===== src/rtl/bcd7seg_rom.sv =====
`default_nettype none
// ============================================================================
// Module      : bcd7seg_rom
// Description : PS/2 set-2 scan-code display stage. Captures scan codes,
//               translates them to ASCII through a fixed ROM and drives six
//               active-low hex 7-segment digits (scan code, ASCII, release
//               counter).
// Config      : KEY_COUNT_EN - when defined, a break-prefix (0xF0) counter
//               drives key_count and seg4/seg5; when undefined, key_count is
//               tied to zero and seg4/seg5 are blank.
// Revision    : 1.0 - initial release
// ============================================================================
module bcd7seg_rom (
    input  logic       clk,
    input  logic       rst,
    input  logic [7:0] code_in,
    input  logic       code_valid,
    input  logic       show,
    output logic [7:0] code,
    output logic [7:0] ascii,
    output logic [7:0] key_count,
    output logic [7:0] seg0,
    output logic [7:0] seg1,
    output logic [7:0] seg2,
    output logic [7:0] seg3,
    output logic [7:0] seg4,
    output logic [7:0] seg5
);

    localparam logic [7:0] C_BREAK = 8'hF0;
    localparam logic [7:0] C_BLANK = 8'hFF;

    // Hex glyph encoder: {blank, nibble} -> active-low segments, dp always off.
    function automatic logic [7:0] seg_enc(input logic [4:0] d);
        logic [7:0] s;
        if (d[4]) begin
            s = C_BLANK;
        end else begin
            case (d[3:0])
                4'h0: s = 8'hC0;
                4'h1: s = 8'hF9;
                4'h2: s = 8'hA4;
                4'h3: s = 8'hB0;
                4'h4: s = 8'h99;
                4'h5: s = 8'h92;
                4'h6: s = 8'h82;
                4'h7: s = 8'hF8;
                4'h8: s = 8'h80;
                4'h9: s = 8'h90;
                4'hA: s = 8'h88;
                4'hB: s = 8'h83;
                4'hC: s = 8'hC6;
                4'hD: s = 8'hA1;
                4'hE: s = 8'h86;
                default: s = 8'h8E;
            endcase
        end
        return s;
    endfunction

    logic [7:0] rom_data;
    logic [7:0] code_q,  code_d;
    logic [7:0] ascii_q, ascii_d;

    // Scan-code to ASCII lookup; anything not listed reads as zero.
    always_comb begin
        rom_data = 8'h00;
        case (code_in)
            8'h1C: rom_data = 8'h61; 8'h32: rom_data = 8'h62;
            8'h21: rom_data = 8'h63; 8'h23: rom_data = 8'h64;
            8'h24: rom_data = 8'h65; 8'h2B: rom_data = 8'h66;
            8'h34: rom_data = 8'h67; 8'h33: rom_data = 8'h68;
            8'h43: rom_data = 8'h69; 8'h3B: rom_data = 8'h6A;
            8'h42: rom_data = 8'h6B; 8'h4B: rom_data = 8'h6C;
            8'h3A: rom_data = 8'h6D; 8'h31: rom_data = 8'h6E;
            8'h44: rom_data = 8'h6F; 8'h4D: rom_data = 8'h70;
            8'h15: rom_data = 8'h71; 8'h2D: rom_data = 8'h72;
            8'h1B: rom_data = 8'h73; 8'h2C: rom_data = 8'h74;
            8'h3C: rom_data = 8'h75; 8'h2A: rom_data = 8'h76;
            8'h1D: rom_data = 8'h77; 8'h22: rom_data = 8'h78;
            8'h35: rom_data = 8'h79; 8'h1A: rom_data = 8'h7A;
            8'h45: rom_data = 8'h30; 8'h16: rom_data = 8'h31;
            8'h1E: rom_data = 8'h32; 8'h26: rom_data = 8'h33;
            8'h25: rom_data = 8'h34; 8'h2E: rom_data = 8'h35;
            8'h36: rom_data = 8'h36; 8'h3D: rom_data = 8'h37;
            8'h3E: rom_data = 8'h38; 8'h46: rom_data = 8'h39;
            8'h29: rom_data = 8'h20; 8'h5A: rom_data = 8'h0D;
            8'h66: rom_data = 8'h08;
            default: rom_data = 8'h00;
        endcase
    end

    // Capture the new scan code and its ASCII only on a strobe, else hold.
    always_comb begin
        code_d  = code_q;
        ascii_d = ascii_q;
        if (code_valid) begin
            code_d  = code_in;
            ascii_d = rom_data;
        end
    end

    // Code/ASCII registers; reset wins over a coincident strobe.
    always_ff @(posedge clk) begin
        if (rst) begin
            code_q  <= 8'h00;
            ascii_q <= 8'h00;
        end else begin
            code_q  <= code_d;
            ascii_q <= ascii_d;
        end
    end

    assign code  = code_q;
    assign ascii = ascii_q;

    // Scan-code and ASCII digits blank while the receiver is not ready.
    assign seg0 = seg_enc({~show, code_q[3:0]});
    assign seg1 = seg_enc({~show, code_q[7:4]});
    assign seg2 = seg_enc({~show, ascii_q[3:0]});
    assign seg3 = seg_enc({~show, ascii_q[7:4]});

`ifdef KEY_COUNT_EN
    logic [7:0] count_q, count_d;

    // Count break prefixes; natural 8-bit wrap from FF to 00.
    always_comb begin
        count_d = count_q;
        if (code_valid && (code_in == C_BREAK)) begin
            count_d = count_q + 8'd1;
        end
    end

    // Break counter register; reset discards a coincident strobe.
    always_ff @(posedge clk) begin
        if (rst) begin
            count_q <= 8'h00;
        end else begin
            count_q <= count_d;
        end
    end

    assign key_count = count_q;
    assign seg4      = seg_enc({1'b0, count_q[3:0]});
    assign seg5      = seg_enc({1'b0, count_q[7:4]});
`else
    assign key_count = 8'h00;
    assign seg4      = C_BLANK;
    assign seg5      = C_BLANK;
`endif

endmodule
`default_nettype wire


===== config.mk =====
export PLATFORM = sky130hd
export DESIGN_NAME = bcd7seg_rom
export DESIGN_NICKNAME = d
export VERILOG_FILES = /design/src/rtl/bcd7seg_rom.sv
export SDC_FILE = /design/constraint.sdc
export NUM_CORES = 1
export LEC_CHECK = 0
export CELL_PAD_IN_SITES_DETAIL_PLACEMENT = 1
export CELL_PAD_IN_SITES_GLOBAL_PLACEMENT = 1
export CORE_MARGIN = 3
export CORE_UTILIZATION = 39
export DETAILED_ROUTE_END_ITERATION = 8
export GPL_TIMING_DRIVEN = 0
export HOLD_SLACK_MARGIN = 0.15
export PLACE_DENSITY_LB_ADDON = 0.1
export SETUP_SLACK_MARGIN = 0.05
export SKIP_CTS_REPAIR_TIMING = 1
export SYNTH_ARGS = -nofsm -noshare
export SYNTH_HDL_FRONTEND = slang
export SYNTH_SLANG_ARGS = --single-unit

===== constraint.sdc =====
create_clock -name clk -period 8.4 [get_ports clk]
set_clock_uncertainty 0.05 [all_clocks]
set_input_delay 0.84 -clock clk [delete_from_list [all_inputs] [get_ports clk]]
set_output_delay 0.84 -clock clk [all_outputs]
set_load 0.01 [all_outputs]

==> metrics.md <==
| Metric | Value |
|---|---|
| First DRT Iteration DRCs | `roughly 120` |
| First-pass GRT wire length | `15.7 mm` |
| Share of layout cells above drive strength 1 | `between 10 and 15%` |
| Ys async rst share | `0%` |
| Final setup fails | `0` |
| DR pass1 iterations | `5` |
| Worst Path Max Fanout | `10` |
| Starting density of the core | `41.3%` |
| Fin. max-slew vios | `0` |
| Die W | `97.8 µm` |
| Yosys warns | `0` |
| Register bit total from synthesis | `43` |
| Psw | `0.164 mW` |
| Routed WL | `9.45 mm` |
| CP endpoint kind | `flip-flop` |
| H-tree levels | `2` |
| Fmax | `250 MHz` |
| Core box area | `7970 µm²` |
| Hold path depth | `2` |
| Clock transition at path regs | `0.08 ns` |
| Latest clock arrival within the worst-skew pair | `0.30 ns` |
| Max clock buf depth | `2` |
| Fill count | `995` |
| Via-to-Cell Ratio | `5.26` |
| Final Hold Vio Count | `0` |
| Die H | `97.8 µm` |
| Ys flop type | `dfxtp_1` |
| Root Driver | `clkbuf_8` |
| Final TNS setup | `0 ns` |
| DRC viols | `0` |
| Register area | `861 µm²` |
| Worst reg-to-reg path cell count | `8` |
| Vias | `3052` |
| RSZ-0062 raised after global routing | `no` |
| Gpl congestion | `0.900` |
| Nets | `519` |
| Vias in the first global route | `3092` |
| Worst Hold End | `code[0]$_SDFFE_PP0P_` |
| Mapped Avg Cell Area | `8.43 µm²` |
| Slew headroom | `between 50 and 60%` |
| DR WL/cell | `16.3 µm` |
| Req. time, crit path | `8.58 ns` |
| I/O Buffers | `53` |
| Area leader, netlist | `dfxtp_1` |
| Reg power frac | `40.0%` |
| Max cap viols | `0` |
| Footprint of the multi-input gates | `2080 µm²` |
| Std-Cell Rows | `32` |
| Synth top cells by count | `dfxtp_1 (43), nand2b_1 (33), buf_4 (31)` |
| R2r startpoint | `ascii[4]$_SDFFE_PP0P_` |
| Sw Ratio | `between 20% and 30%` |
| Logic pwr share | `28.7%` |
| Lkg Pwr | `approximately 1.9 nW` |
| CP Class | `input pin to flip-flop` |
| # clock sinks | `43` |
| Total power divided by cell area | `133 nW/µm²` |
| Post-Syn Area | `3290 µm²` |
| ANT nets after route | `0` |
| I/O pin total | `84` |
| CTS tree | `built` |
| Area contributors post-synth | `dfxtp_1 (26%), ha_1 (11%), buf_4 (7.1%), mux2i_1 (6.7%), nand2b_1 (6.3%)` |
| Slew of the pin with the lowest slew margin | `0.638 ns` |
| Internal reg-to-reg setup slack | `around 6.5 ns` |
| Period utilization | `47.7%` |
| Hpwl dp | `between 7 and 8 mm` |
| Tmin final | `4.00 ns` |
| Die ar. | `9570 µm²` |
| Peak supply drop | `approximately 0.095 mV` |
| Internal power consumption | `a little under 0.4 mW` |
| Initial antenna violation count | `0` |
| Yosys top cell area share | `26.2%` |
| Grt ovf | `0` |
| Area growth from synthesis to layout | `26.8%` |
| N_diodes | `0` |
| Worst Path Arrival | `around 4.2 ns` |
| Seq/Total Area, Yosys | `a little over a quarter` |
| GRT Util Overall | `between 20% and 30%` |
| Largest net degree at the start of global routing | `15` |
| Clock Power Share | `31.3%` |
| Post-synth EDFFs | `0` |
| Synthesized instance count | `390` |
| TritonCTS buffer count | `5` |
| Most frequent cell after synthesis | `dfxtp_1` |
| Distinct cells, synth | `68` |
| Hold Slack | `0.482 ns` |
| Status | `complete, no violations` |
| Hold_sp | `code[0]$_SDFFE_PP0P_` |
| Worst min-delay path class | `flip-flop to flip-flop` |
| Worst setup SP type | `input pin` |
-- worst max-delay path by stage --
stage	startpoint	to	cells after the start
2_1_floorplan	code_in[1]	flip-flop	11
3_3_place_gp	code_in[1]	flip-flop	12
3_5_place_dp	code_in[1]	flip-flop	12
4_1_cts	code_in[1]	flip-flop	12
5_1_grt	code_in[1]	flip-flop	12
6_report	code_in[1]	flip-flop	12
-- area by class of cell --
type	count	share of cell area, %
Buffer	50	8.20
Clock buffer	6	1.98
Clock inverter	2	0.931
Inverter	28	2.52
Multi-Input combinational cell	296	49.9
Sequential cell	43	20.7
Tap cell	102	3.06
Timing Repair Buffer	53	12.7
-- per-layer routing --
metal | share of wire, % | global-route usage, % | vias to the layer above
li1 | - | - | 1464
met1 | 42 | 25.0 | 1475
met2 | 51 | 35.3 | 102
met3 | 5.5 | 3.79 | 11
met4 | 1.2 | 5.54 | 0
met5 | 0 | 0 | -
-- stage by stage --
step | area, µm² | std cells | power [mW] | util [%] | worst slack (ns)
global placement | 4050 | 572 | 0.380 | 50.8 | 4.10
detailed placement | 4050 | 572 | 0.383 | 50.8 | 4.08
floorplan | 3390 | 417 | 0.324 | - | 5.14
CTS | 4170 | 580 | 0.559 | 52.3 | 4.41
global route | 4170 | 580 | 0.586 | 52.3 | 4.22
finish | 4170 | 580 | 0.553 | 52.3 | 4.40
-- power by group through the flow --
stage / Combinational [mW] / Sequential, mW / Clock [mW]
6_report: 0.159 / 0.221 / 0.173
5_1_grt: 0.174 / 0.223 / 0.190
4_1_cts: 0.158 / 0.221 / 0.179
2_1_floorplan: 0.0979 / 0.226 / 0
3_3_place_gp: 0.154 / 0.226 / 0
3_5_place_dp: 0.157 / 0.226 / 0
-- cells by family after synthesis --
logic type / synth area share, %
multiplexers: 9.33
other: 0.228
AND/OR/NAND/NOR: 21.1
buffers and inverters: 13.6
flip-flops: 26.2
AO/OA/AOI/OAI: 18.1
adder cells (fa/ha/maj): 11.4
-- worst max-delay path, cell delays in order --
cell and delay (ns):
clkdlybuf4s50_1 0.58, inv_1 0.25, ha_1 0.34, nand2_1 0.16
and2_0 0.17, mux4_2 0.47, or3_4 0.36, a21oi_4 0.25
ha_1 0.26, inv_1 0.05, or3b_1 0.37, o211ai_1 0.08
-- cell usage in the layout (no fill, tap or decap), types with 3 or more instances in the layout --
| cell | netlist | final |
|---|---|---|
| a21o_1 | 3 | 3 |
| a21oi_1 | 13 | 13 |
| a22o_1 | 3 | 3 |
| a31oi_1 | 5 | 5 |
| a32oi_1 | 3 | 3 |
| and3_1 | 3 | 3 |
| buf_2 | 6 | 6 |
| buf_4 | 31 | 31 |
| buf_6 | 4 | 4 |
| clkbuf_1 | 8 | 8 |
| clkbuf_8 | 0 | 6 |
| clkdlybuf4s50_1 | 0 | 53 |
| conb_1 | 2 | 29 |
| dfxtp_1 | 43 | 43 |
| ha_1 | 30 | 30 |
| inv_1 | 27 | 27 |
| mux2i_1 | 22 | 22 |
| nand2_1 | 24 | 24 |
| nand2b_1 | 33 | 33 |
| nand3_1 | 11 | 11 |
| nor2_1 | 23 | 23 |
| nor2b_1 | 8 | 8 |
| nor3_1 | 7 | 7 |
| o21ai_0 | 7 | 7 |
| o21ai_1 | 8 | 8 |
| o22ai_1 | 6 | 6 |
| o31ai_1 | 3 | 3 |
| or2_1 | 3 | 3 |
| or2_2 | 3 | 3 |
| or3b_1 | 3 | 3 |
(Power assumes the default switching activity.)
==> edit 1 (same settings) <==
Add a define of `KEY_COUNT_EN`.
--- a/src/rtl/bcd7seg_rom.sv
+++ b/src/rtl/bcd7seg_rom.sv
@@ -12,2 +12,4 @@
 // ============================================================================
+`define KEY_COUNT_EN
+
 module bcd7seg_rom (
Check against the original RTL: not equivalent (a bounded check fails within 4 cycles, from zero or initial values and one cycle with rst high).
==> edit 1 against the unedited design <==
Routed wire length increased by 49%; sequential cell count increased by 22; total power increased by 60%; area after synthesis increased by 40%; setup slack got worse by 440 ps; final area increased by 41%; global-route usage increased by 2.0 points; final cell count increased by 35%.
==> edit 1: results <==
export IMPL_worstHoldPathCells=1
export IMPL_r2r_setup_slack_ps=5380
export IMPL_detailed_place_hpwl_microns=10600
export IMPL_wire_length_per_cell_after_detailed_routing_microns=17.9
export IMPL_grtUsageTotal=0.221
export IMPL_min_to="ascii[1]"
export IMPL_total_leakage_power_uw=0.00232
export IMPL_slowest_stage="or4_1"
export IMPL_dr_total_vias=4345
export IMPL_slowest_delay_ps=550
export IMPL_numCtsBuffers=9
export IMPL_placement_io_buffers=74
export IMPL_seq_area_frac_synth=0.282
export IMPL_drtIter0Drc=160
export IMPL_first_global_vias=4489
export IMPL_ir_worst_vdd_mv=0.131
export IMPL_ctsRootBufferMaster="clkbuf_16"
export IMPL_clk_transition_reported_paths_ps=60
export IMPL_crit_arrival_ps=4620
export IMPL_worstSkewPairLatency_ps=330
export IMPL_timing_worst_slew_pin_value_ps=689
export IMPL_drt_pass1_iter_count=4
export IMPL_grt_pass1_wl_microns=23100
export IMPL_post_route_drc_count=0
export IMPL_worst_r2r_cell_count=10
export IMPL_n_fill_cell=1395
export IMPL_cts_htree_levels=3
export IMPL_netlist_top_cells_area="dfxtp_1 (28%), ha_1 (12%), mux2i_1 (5.9%)"
export IMPL_run_status="completed"
export IMPL_crit_reg2reg_launch="key_count[2]"
export IMPL_grt_max_degree=13
[edit 1: cell count changes in the layout (fill, tap and decap cells not counted), sizes merged, moves of 8 or more]
cell           delta
a21oi            +19
dfxtp            +22
clkbuf            +8
conb             -22
nand2b            +8
clkdlybuf4s50    +21
buf              -13
nor2             +25
ha               +13
nand2            +12
[edit 1: per-stage QoR]
step | area (sq um) | total power (uW) | utilization | instances | hold slack (ps)
2_1_floorplan | 4630 | 429 | - | 550 | 471
3_3_place_gp | 5550 | 490 | 0.484 | 767 | 459
3_5_place_dp | 5550 | 493 | 0.484 | 767 | 467
4_1_cts | 5860 | 891 | 0.511 | 783 | 481
5_1_grt | 5860 | 920 | 0.511 | 783 | 514
6_report | 5860 | 883 | 0.511 | 783 | 481
[edit 1: area by class of cell]
cell class	count	area (sq um)	area share
clock buffers	11	253	0.0431
well taps	143	179	0.0305
flip-flops and latches	65	1300	0.222
multi-input cells	414	2990	0.510
inverters	31	116	0.0198
repair buffers	74	741	0.126
clock inverters	5	62.6	0.0107
plain buffers	40	220	0.0376
[edit 1: worst max path at each step]
stage | to | slack, ps
after floorplan | seg5[0] | 4840
after global placement | seg5[0] | 3700
after detailed placement | seg5[0] | 3610
after CTS | seg5[0] | 3990
after global routing | seg4[4] | 3680
final | seg5[0] | 3950
[edit 1: worst max-delay path, delay by kind of cell]
family	cells	cell delay, ps
compound gates	2	320
xor+xnor	1	190
fa+ha+maj	2	750
simple gates	5	1490
buf+inv	3	1030
[edit 1: layer usage]
metal,up-vias,track usage,part of all wire
met5,-,0,0
met4,0,0.0861,0.028
met3,30,0.0428,0.041
met2,116,0.365,0.48
met1,2111,0.284,0.45
li1,2088,-,-
[edit 1: cells by family (layout without fill, tap and decap cells)]
logic type,count (synthesis),after routing,share of synthesized area
AO/OA/AOI/OAI,126,126,0.193
XOR/XNOR,7,7,0.0149
adder cells (fa/ha/maj),43,43,0.117
buffers and inverters,71,161,0.0730
flip-flops,65,65,0.282
multiplexers,34,34,0.0806
other,2,7,0.00163
AND/OR/NAND/NOR,197,197,0.238
[edit 1: power breakdown]
group          leakage, uW  internal [uW]  switching [uW]
sequential        0.000530            322            3.86
combinational      0.00164           71.5            90.2
clock             0.000148            247             148
==> edit 2 (config.mk and constraints unchanged) <==
Without the edit above. Register the outputs `seg0`, `seg1`, `seg2` and `seg3`, without a reset; this adds one clock of latency there. The other outputs are not delayed to match.
--- a/src/rtl/bcd7seg_rom.sv
+++ b/src/rtl/bcd7seg_rom.sv
@@ -117,6 +117,8 @@
     // Scan-code and ASCII digits blank while the receiver is not ready.
-    assign seg0 = seg_enc({~show, code_q[3:0]});
-    assign seg1 = seg_enc({~show, code_q[7:4]});
-    assign seg2 = seg_enc({~show, ascii_q[3:0]});
-    assign seg3 = seg_enc({~show, ascii_q[7:4]});
+    always_ff @(posedge clk) begin
+        seg0 <= seg_enc({~show, code_q[3:0]});
+        seg1 <= seg_enc({~show, code_q[7:4]});
+        seg2 <= seg_enc({~show, ascii_q[3:0]});
+        seg3 <= seg_enc({~show, ascii_q[7:4]});
+    end
 
Function: changed (Yosys sat finds a counterexample within 4 cycles, from zero or initial values and one cycle with rst high).
==> edit 2 against the unedited design <==
Combinational power shrank 11%; hold slack improved by 1.2 ps; setup slack better by 570 ps; final area shrank 7.5%; clock power shrank 16%; area after synthesis down 8.6%; routed wire length fell by 12%; sequential cell count stayed put; global-route usage shrank 0.62 points; non-clock buffer count shrank 1; total power is 7.0% lower.
==> edit 2: results <==
export IMPL_cell_count_after_placement=536
export IMPL_detailed_place_hpwl_microns=6580
export IMPL_synthesis_instances=358
export IMPL_grt_pass1_wl_microns=13700
export IMPL_dp_slack_ps=4640
export IMPL_crit_arrival_ps=3550
export IMPL_grt_max_degree=14
export IMPL_placement_io_buffers=52
export IMPL_placed_cell_area_sq_mm=0.00375
export IMPL_synthDistinctLibCells=47
export IMPL_critPathTopFamily="buffers and inverters"
export IMPL_ir_worst_vdd_mv=0.0500
export IMPL_grtUsageTotal=0.194
export IMPL_routabilityCongestion=0.931
export IMPL_run_status="completed"
export IMPL_total_leakage_power_uw=0.00159
export IMPL_drt_pass1_iter_count=4
export IMPL_multi_input_combinational_cell_area_sq_mm=0.00186
export IMPL_timing_slew_headroom=0.419
export IMPL_dr_total_vias=2742
export IMPL_drt_wl_total_microns=8320
export IMPL_seq_area_frac_synth=0.287
export IMPL_drtIter0Drc=84
export IMPL_synth_commonest_cells="dfxtp_1 (43), nand2_1 (37), buf_4 (31)"
export IMPL_crit_path_max_fanout=10
export IMPL_via_per_inst=5.04
export IMPL_n_fill_cell=929
export IMPL_final_layout_size_suffix_gt1_frac=0.112
export IMPL_clk_transition_reported_paths_ps=80
export IMPL_first_global_vias=2730
export IMPL_nets=486
export IMPL_netlist_top_cells_area="dfxtp_1 (29%), ha_1 (12%), buf_4 (7.7%)"
export IMPL_slowest_delay_ps=550
==> edit 2: cell types whose count changed after synthesis, moves of 8 or more <==
cell	unedited run	this run
nand2b_1	33	18
o211ai_1	2	16
o21ai_0	7	21
nand2_1	24	37
inv_1	27	19
==> edit 2: logic make-up after synthesis <==
kind of cell | synth area share
AOI/OAI and AO/OA | 0.205
adders and majority gates | 0.125
buffers and inverters | 0.127
DFF | 0.287
muxes | 0.0875
other | 0.00250
and+or+nand+nor | 0.166
==> edit 2: metal layers <==
| layer | wire (microns) | vias to the layer above | part of all wire | global-route usage |
|---|---|---|---|---|
| met5 | 0 | - | 0 | 0 |
| met1 | 3960 | 1294 | 0.48 | 0.255 |
| met3 | 315 | 9 | 0.038 | 0.0232 |
| met4 | 112 | 0 | 0.013 | 0.0554 |
| met2 | 3930 | 67 | 0.47 | 0.333 |
| li1 | - | 1372 | - | - |
==> edit 2: path summary, 6_finish.rpt <==
path | startpoint | endpoint | slack (ps) | depth (start not counted)
max | code_in[1] | ascii[1] | 4960 | 8
min | ascii[6] | seg3[3] | 480 | 2
max reg2reg | code[1] | seg0[3] | 6680 | 6
min reg2reg | ascii[6] | seg3[3] | 480 | 2
==> edit 2: power by group <==
group	total [uW]	leakage [uW]	internal [uW]	switching [uW]
registers	227	0.000358	218	9.02
clock network	146	0.0000505	74.8	71.1
logic	141	0.00119	68.2	72.9
total	514	0.00159	361	153
==> edit 2: area by class of cell <==
type,instances,area share
sequential,43,0.223
multi-input combinational,273,0.483
tap,99,0.0321
timing repair buffer,52,0.135
inverter,19,0.0185
clock buffer,7,0.0250
buffer,50,0.0805
clock inverter,1,0.00195
